## src/rtl/seg7_ctrl.sv

```systemverilog
// seg7_ctrl: control and scheduling front-end for the 7-segment display driver.
//
// Holds the DATA / PTLE / CTRL registers behind a small CPU bus, generates
// the scan phase and blink timebase, arbitrates display ownership between the
// CPU and a debug source, and emits a one-cycle update strobe whenever the
// registered display outputs (data/point/LES) take a new value.
//
// Optional build macro: SEG7_CTRL_DBG_TIMEOUT_EN
//   defined   - a debug grant expires after DBG_HOLD blink toggles and the
//               arbiter sits in LOCKOUT until dbg_req is seen low; STAT[3]=lockout
//   undefined - grants last as long as dbg_req; STAT[3] reads 0
//
// Ports:
//   clk, rst_n                 clock, asynchronous active-low reset
//   cpu_we, cpu_re             single-cycle write / read strobes
//   cpu_addr                   0 DATA, 1 PTLE, 2 CTRL, 3 STAT (read-only)
//   cpu_wdata, cpu_be          write data and byte enables
//   cpu_rdata, cpu_ack         read data (valid while ack) and completion pulse
//   dbg_req, dbg_data, dbg_gnt debug ownership request, value, grant
//   data, point, LES           registered display value, decimal points, blank mask
//   clkScan, clkBlink          scan phase and blink level
//   update                     one-cycle strobe: displayed value changed
module seg7_ctrl #(
   parameter int unsigned SCAN_DIV  = 1024,
   parameter int unsigned BLINK_DIV = 128,
   parameter int unsigned DBG_HOLD  = 8
) (
   input  logic        clk,
   input  logic        rst_n,
   input  logic        cpu_we,
   input  logic        cpu_re,
   input  logic [1:0]  cpu_addr,
   input  logic [31:0] cpu_wdata,
   input  logic [3:0]  cpu_be,
   output logic [31:0] cpu_rdata,
   output logic        cpu_ack,
   input  logic        dbg_req,
   input  logic [31:0] dbg_data,
   output logic        dbg_gnt,
   output logic [31:0] data,
   output logic [7:0]  point,
   output logic [7:0]  LES,
   output logic [1:0]  clkScan,
   output logic        clkBlink,
   output logic        update
);

   if (SCAN_DIV < 2 || BLINK_DIV < 1 || DBG_HOLD < 1) begin : g_bad_param
      $error("seg7_ctrl: SCAN_DIV must be >= 2, BLINK_DIV and DBG_HOLD >= 1");
   end

   localparam int unsigned   SW        = $clog2(SCAN_DIV);
   localparam int unsigned   BW        = $clog2(BLINK_DIV + 1);
   localparam logic [SW-1:0] SCAN_MAX  = SW'(SCAN_DIV - 1);
   localparam logic [BW-1:0] BLINK_MAX = BW'(BLINK_DIV - 1);

`ifdef SEG7_CTRL_DBG_TIMEOUT_EN
   localparam int unsigned   HW        = $clog2(DBG_HOLD + 1);
   localparam logic [HW-1:0] HOLD_MAX  = HW'(DBG_HOLD - 1);
   typedef enum logic [1:0] {IDLE, GRANT, LOCKOUT} state_t;
   logic [HW-1:0] hold_cnt;
   logic          lockout;
`else
   typedef enum logic {IDLE, GRANT} state_t;
   logic          lockout;
   assign lockout = 1'b0;
`endif

   state_t        state;
   logic          run;
   logic [SW-1:0] scan_cnt;
   logic [BW-1:0] blink_cnt;
   logic          blink_q;
   logic          scan_wrap;
   logic          blink_wrap;
   logic [31:0]   data_r;
   logic [31:0]   ptle_r;
   logic [1:0]    ctrl_r;
   logic [31:0]   rd_mux;
   logic [31:0]   nxt_data;
   logic [7:0]    nxt_point;
   logic [7:0]    nxt_les;

   function automatic logic [31:0] merge(input logic [31:0] old,
                                         input logic [31:0] wd,
                                         input logic [3:0]  be);
      logic [31:0] r;
      r = old;
      for (int unsigned i = 0; i < 4; i++)
         if (be[i]) r[8*i +: 8] = wd[8*i +: 8];
      return r;
   endfunction

   // Reset release is taken through one flop; counters start on the edge after.
   always_ff @(posedge clk or negedge rst_n) begin
      if (!rst_n) run <= 1'b0;
      else        run <= 1'b1;
   end

   // ---------------- timebase ----------------
   assign scan_wrap  = run && (scan_cnt == SCAN_MAX);
   assign blink_wrap = scan_wrap && (blink_cnt == BLINK_MAX);

   always_ff @(posedge clk or negedge rst_n) begin
      if (!rst_n) begin
         scan_cnt  <= '0;
         blink_cnt <= '0;
         clkScan   <= '0;
         blink_q   <= 1'b0;
      end else if (run) begin
         if (scan_wrap) begin
            scan_cnt <= '0;
            clkScan  <= clkScan + 2'd1;
            if (blink_wrap) begin
               blink_cnt <= '0;
               blink_q   <= ~blink_q;
            end else begin
               blink_cnt <= blink_cnt + 1'b1;
            end
         end else begin
            scan_cnt <= scan_cnt + 1'b1;
         end
      end
   end

   assign clkBlink = blink_q | ctrl_r[1];

   // ---------------- register file / bus ----------------
   always_comb begin
      rd_mux = '0;
      case (cpu_addr)
         2'd0:    rd_mux = data_r;
         2'd1:    rd_mux = ptle_r;
         2'd2:    rd_mux = {30'b0, ctrl_r};
         default: rd_mux = {28'b0, lockout, dbg_gnt, clkBlink, clkScan[0]};
      endcase
   end

   always_ff @(posedge clk or negedge rst_n) begin
      if (!rst_n) begin
         data_r    <= '0;
         ptle_r    <= 32'h0000_FF00;
         ctrl_r    <= 2'b01;
         cpu_ack   <= 1'b0;
         cpu_rdata <= '0;
      end else begin
         cpu_ack   <= cpu_we | cpu_re;
         cpu_rdata <= (cpu_we | cpu_re) ? rd_mux : '0;
         if (cpu_we) begin
            case (cpu_addr)
               2'd0:    data_r <= merge(data_r, cpu_wdata, cpu_be);
               2'd1:    ptle_r <= merge(ptle_r, cpu_wdata, cpu_be);
               2'd2:    if (cpu_be[0]) ctrl_r <= cpu_wdata[1:0];
               default: ;
            endcase
         end
      end
   end

   // ---------------- arbiter ----------------
   always_ff @(posedge clk or negedge rst_n) begin
      if (!rst_n) begin
         state   <= IDLE;
         dbg_gnt <= 1'b0;
`ifdef SEG7_CTRL_DBG_TIMEOUT_EN
         hold_cnt <= '0;
         lockout  <= 1'b0;
`endif
      end else begin
         case (state)
            IDLE: begin
               // A coincident CPU write takes the cycle; grant follows next edge.
               if (dbg_req && !cpu_we) begin
                  state   <= GRANT;
                  dbg_gnt <= 1'b1;
`ifdef SEG7_CTRL_DBG_TIMEOUT_EN
                  hold_cnt <= '0;
`endif
               end
            end
            GRANT: begin
               if (!dbg_req) begin
                  state   <= IDLE;
                  dbg_gnt <= 1'b0;
               end
`ifdef SEG7_CTRL_DBG_TIMEOUT_EN
               else if (blink_wrap) begin
                  if (hold_cnt == HOLD_MAX) begin
                     state   <= LOCKOUT;
                     dbg_gnt <= 1'b0;
                     lockout <= 1'b1;
                  end else begin
                     hold_cnt <= hold_cnt + 1'b1;
                  end
               end
`endif
            end
`ifdef SEG7_CTRL_DBG_TIMEOUT_EN
            LOCKOUT: begin
               if (!dbg_req) begin
                  state   <= IDLE;
                  lockout <= 1'b0;
               end
            end
`endif
            default: begin
               state   <= IDLE;
               dbg_gnt <= 1'b0;
            end
         endcase
      end
   end

   // ---------------- output mux ----------------
   always_comb begin
      nxt_data  = data_r;
      nxt_point = ptle_r[7:0];
      nxt_les   = ptle_r[15:8];
      if (dbg_gnt) begin
         nxt_data  = dbg_data;
         nxt_point = 8'h00;
         nxt_les   = 8'h00;
      end else if (!ctrl_r[0]) begin
         nxt_point = 8'h00;
         nxt_les   = 8'hFF;
      end
   end

   // update rises together with the new pattern so the shifter reloads it.
   always_ff @(posedge clk or negedge rst_n) begin
      if (!rst_n) begin
         data   <= '0;
         point  <= '0;
         LES    <= '1;
         update <= 1'b0;
      end else begin
         data   <= nxt_data;
         point  <= nxt_point;
         LES    <= nxt_les;
         update <= {nxt_data, nxt_point, nxt_les} != {data, point, LES};
      end
   end

endmodule
```

## config.mk

```make
export PLATFORM = sky130hd
export DESIGN_NAME = seg7_ctrl
export DESIGN_NICKNAME = d
export VERILOG_FILES = /design/src/rtl/seg7_ctrl.sv
export SDC_FILE = /design/constraint.sdc
export NUM_CORES = 1
export LEC_CHECK = 0
export ABC_AREA = 1
export CORE_ASPECT_RATIO = 1.4
export CORE_MARGIN = 4
export CORE_UTILIZATION = 35
export DETAILED_ROUTE_END_ITERATION = 7
export PLACE_DENSITY = 0.66
export RECOVER_POWER = 50
export SLEW_MARGIN = 20
export SYNTH_ARGS = -nofsm -noshare
export SYNTH_HDL_FRONTEND = slang
export SYNTH_SLANG_ARGS = --single-unit
```

## constraint.sdc

```tcl
create_clock -name clk -period 1.7 [get_ports clk]
set_input_delay 0.34 -clock clk [delete_from_list [all_inputs] [get_ports clk]]
set_output_delay 0.34 -clock clk [all_outputs]
set_load 0.02 [all_outputs]
```

Yosys cells after proc, flatten, opt, wreduce, memory -nomap -nowiden
Cells that the tools add are included.
{"block": "word_totals", "reg_bits": 172, "elab_cells": 68, "output_inout_bits": 86}
{"block": "op_classes", "addsub": 3, "reduce_logical": 17, "n_bitwise": 4, "eq_ne": 7, "muxes": 15}
{"operator": "one-hot mux 32 bit (3 select lines)", "n": 1}
{"operator": "2-to-1 mux 32 bit", "n": 2}
{"operator": "!= test 48 bit", "n": 1}
{"operator": "2-to-1 mux 8 bit", "n": 5}
{"operator": "AND reduction 3 bit", "n": 10}
{"operator": "adder 10 x 1 -> 10 bit, second input constant", "n": 1}
{"operator": "equality test 10 bit, second input constant", "n": 1}
{"operator": "2-to-1 mux 10 bit", "n": 1}
{"operator": "adder 8 x 1 -> 8 bit, second input constant", "n": 1}
{"operator": "equality test 8 x 7 -> 1 bit, second input constant", "n": 1}
{"operator": "2-to-1 mux 1 bit", "n": 4}
{"operator": "!= test 2 bit, second input constant", "n": 2}
{"operator": "one-hot mux 1 bit (2 select lines)", "n": 2}
{"operator": "AND reduction 2 bit", "n": 2}
{"operator": "logical AND 1 bit", "n": 3}
{"operator": "adder 2 x 1 -> 2 bit, second input constant", "n": 1}
{"operator": "equality test 2 x 1 -> 1 bit, second input constant", "n": 1}
{"operator": "equality test 2 bit, second input constant", "n": 1}
{"operator": "logical NOT 2 bit", "n": 1}
{"operator": "NOT 1 bit", "n": 2}
{"operator": "OR 1 bit", "n": 2}
{"operator": "logical NOT 1 bit", "n": 1}

Longest topological paths before layout
{"block": "depth", "word_depth": 4, "mapped_depth": 13}

Worst setup path after synthesis
Ideal clock, no wire load.
{"block": "synth_timing", "path_kind": "register -> register", "start": "register dbg_gnt", "end": "register update", "n_path_buf": 2, "setup_ns": 0.125, "t_arrival_ns": 1.355, "synth_period_minus_slack_ns": 1.480, "setup_slack_ns": 0.220, "stages_incl_launch_ff": 13, "path_cell_list": "dfrtp_1 > buf_6 > inv_6 > buf_8 > nand2_2 > nand2_2 > nand2_1 > nand2_1 > nand2_1 > nor2_1 > nand2_1 > nor2_1 > nand3_1"}
{"block": "synth_via", "elab_chain_cells": 2, "word_cells_on_any_way": 4, "classes_between": "eq/ne (1); mux (3)"}
{"item": "start: declaration", "line_no": "39", "text": "output logic dbg_gnt,"}
{"item": "start signal: assignment", "line_no": "164", "text": "dbg_gnt <= 1'b0;"}
{"item": "start signal: assignment", "line_no": "175", "text": "dbg_gnt <= 1'b1;"}
{"item": "start signal: assignment", "line_no": "184", "text": "dbg_gnt <= 1'b0;"}
{"item": "2-to-1 mux 32 bit", "line_no": "219", "text": "if (dbg_gnt) begin"}
{"item": "named net nxt_data[25]", "line_no": "80", "text": "logic [31:0] nxt_data;"}
{"item": "!= test 48 bit", "line_no": "240", "text": "update <= {nxt_data, nxt_point, nxt_les} != {data, point, LES};"}
{"item": "end signal: assignment", "line_no": "240"}
{"item": "end: declaration", "line_no": "45", "text": "output logic update"}
The timed path passes the listed nets, and every way through them passes these cells.
A chain may end at the register's enable or synchronous reset.

Worst setup path in the final report
Ends and elaborated chain as after synthesis.

==> flow_summary.yaml <==
status:
  status: "finished clean"
critical_path:
  worstSetupPathType: "reg -> reg"
  worstSetupEndpointType: "flop"
  cp.arrival_ns: 1.99
  crit_fanout: 7
  required_ns: 2.01
  rrSetupSlack_ns: 0.02
  start_kind: "flop"
logic_synthesis:
  synth-compound-area-share_pct: 8.10
  synth-edff-count: 0
  syn_area_um2: 7910
  synthMuxAreaShare_pct: 0
  synth_top_area_cell: "dfrtp_1"
  synth_area_leaders: "dfrtp_1 (49%), nand2_1 (18%), dfstp_2 (5.6%)"
  ys.flop_type: "dfrtp_1"
  synth_cell_types: 41
  synthAdderAreaFrac_pct: 0.316
  synth_top_family_by_area: "simple AND/OR/NAND/NOR gates"
  synth-simple-area-share_pct: 27.5
  synth_seq_area_share_pct: 54.7
  avgSynthCellArea_um2: 8.12
  synthXorXnorAreaFrac_pct: 1.22
  async_flop_share_pct: 100
  yosysTopAreaCellShare_pct: 49.0
  syn_nets: 1051
  yosys_warnings: 0
  ys_ff_latch: 172
  synthCells: 974
pwr:
  netSwitchingFraction_pct: 31.9
  clockPowerShare_pct: 32.0
  p_switching_w: 0.00403
  peakVddDrop_mv: 0.795
  p_seq_share_pct: 42.2
  power_density_nw_per_um2: 1150
  p_int_w: 0.00859
  leakage_nw: 5.77
  p_comb_share_pct: 25.8
placement:
  port_buffers: 160
  dpl-instance-area_um2: 10200
  gp_congestion: 0.827
  place.detailed.hpwl_um: 17400
sta:
  max_freq_mhz: 594
  holdWs_ns: 0.464
  period_minus_slack_ns: 1.68
  worstMarginPinSlew_ns: 0.866
  finClkSkew_ns: 0.0117
  relSlewSlack_pct: 42.2
  period_share_pct: 99.1
  hold_viol: 0
  drv_slew: 0
  setup_viol: 0
  rsz0062_at_grt: "yes"
layout:
  final_common_cell: "nand2_1"
  design_area_um2: 11000
  nets: 1262
  mostFrequentLayoutCells: "nand2_1 (371), dfrtp_1 (154), inv_1 (113)"
  area_growth_pct: 39.2
  drive_above_1_share_pct: 14.2
  n_antenna_cell: 0
clock_network:
  cts_tree: "done"
  clockBufferDepth: 2
  clkTransAtPathRegs_ns: 0.07
  clkLatencyLatePin_ns: 0.43
  clkSinkCount: 172
  cts_root_buffer: "clkbuf_16"
  htree_levels: 4
  cts_buffers: 17
detailed_routing:
  drt_wl_total_um: 23000
  viasPerCell: 4.74
  drt_iter0_drc: 515
  remaining_drc_errors: 0
  antenna_left: 0
  drt_first_pass_iters: 5
  wl_per_cell_um: 15.4
  vias: 7085
global_routing:
  grt_first_pass_wirelength_um: 35800
  grt.overflow.total: 0
  grt_max_degree: 36
  antenna_found_initial: 0
  grt_pass1_vias: 6875
  grt_usage_pct: 18.5
die:
  die-height_um: 186
  ios: 161
  die_x_um: 135
  start_util_pct: 35.9
  core-area_um2: 22000
  dieArea_um2: 25100
  rows: 64
flow_run:
  cap_violations: 0
min_path:
  worstHoldPathType: "in -> reg"
## kinds of logic (layout without fill, tap and decap cells)
logic type,Yosys count,in the layout
buffers and inverters,151,375
xor gates and xnor gates,11,11
adders and majority gates,2,2
AOI/OAI and AO/OA,122,122
other,1,1
DFF,172,172
and+or+nand+nor,515,515
## sequential cells by signal, summed over array words and instances, names as in the netlist
signal     cells
cpu_ack        1
ctrl_r         2
dbg_gnt        1
scan_cnt      10
run            1
data_r        32
clkScan        2
ptle_r        32
point          8
cpu_rdata     32
update         1
blink_q        1
state          1
LES            8
blink_cnt      8
data          32
## routing by layer
metal	vias to the layer above	track usage [%]	routed length (um)
met2	179	32.6	12000
met3	37	3.11	919
met1	3416	22.4	9340
li1	3453	-	-
met4	0	7.70	699
met5	-	0	0
## per-stage QoR
stage / instances / power (W) / TNS (ns) / setup slack (ns) / utilization, %
finish: 1495 / 0.0126 / 0 / 0.0152 / 50.0
global route: 1495 / 0.0133 / -1.25 / -0.0830 / 50.0
CTS: 1492 / 0.0127 / 0 / 0.000595 / 49.9
detailed placement: 1446 / 0.00863 / -7.83 / -0.142 / 46.5
global placement: 1446 / 0.00856 / -4.40 / -0.0993 / 46.5
floorplan: 974 / 0.00706 / 0 / 0.220 / -
## worst max-delay path, cell delays in order, from the launching register on
cell and delay (ns):
dfrtp_2 0.42, buf_8 0.15, inv_12 0.09, buf_12 0.11, buf_16 0.12, nand2_2 0.05
nand2_1 0.08, nand2_1 0.05, nand2_1 0.06, nand2_2 0.08, nor2_2 0.10, nand2_1 0.07
nor2_1 0.09, nand3_1 0.08
## timing repair
item,CTS,global route
hold endpoints to repair,18,0
buffers inserted,12,3
setup endpoints to repair,84,15
gates cloned,1,0
hold buffers,1,0
pin swaps,14,5
resized for setup,113,19
## final timing paths
| check | from | cells past startpoint | endpoint |
|---|---|---|---|
| setup / recovery | dbg_gnt$_DFFE_PN0P_ | 13 | update$_DFF_PN0_ |
| hold / removal | cpu_wdata[11] | 3 | ptle_r[11]$_DFFE_PN1P_ |
| setup reg to reg | dbg_gnt$_DFFE_PN0P_ | 13 | update$_DFF_PN0_ |
| hold reg to reg | scan_cnt[8]$_DFFE_PN0P_ | 1 | scan_cnt[8]$_DFFE_PN0P_ |
| max in group asynchronous | rst_n | 3 | data[25]$_DFF_PN0_ |
| min in group asynchronous | rst_n | 2 | cpu_rdata[19]$_DFF_PN0_ |
## final cells by class
cell class / count / area, um2
fillers: 2095 / 11000
flip-flops and latches: 172 / 4330
multi-input cells: 651 / 3030
repair buffers: 224 / 2210
clock buffers: 21 / 470
inverters: 119 / 459
well taps: 297 / 372
clock inverters: 11 / 141
## cell usage after synthesis, types with 8 or more instances
| master | number |
|---|---|
| nand2_1 | 386 |
| dfrtp_1 | 155 |
| inv_1 | 115 |
| o21ai_0 | 51 |
| nor2_1 | 38 |
| a21oi_1 | 37 |
| nand3_1 | 32 |
| nand3b_1 | 27 |
| o21ai_1 | 22 |
| nand2_2 | 19 |
| dfstp_2 | 17 |
| buf_2 | 9 |
| clkbuf_1 | 9 |
| xor2_1 | 9 |
| buf_4 | 8 |
## power groups by stage
stage / combinational (W) / clock, W / sequential [W]
final: 0.00325 / 0.00404 / 0.00532
after global routing: 0.00361 / 0.00427 / 0.00540
after CTS: 0.00324 / 0.00409 / 0.00532
after detailed placement: 0.00324 / 0 / 0.00540
after global placement: 0.00318 / 0 / 0.00538
after floorplan: 0.00149 / 0 / 0.00557
No activity file was read; power rests on OpenSTA's default activity.
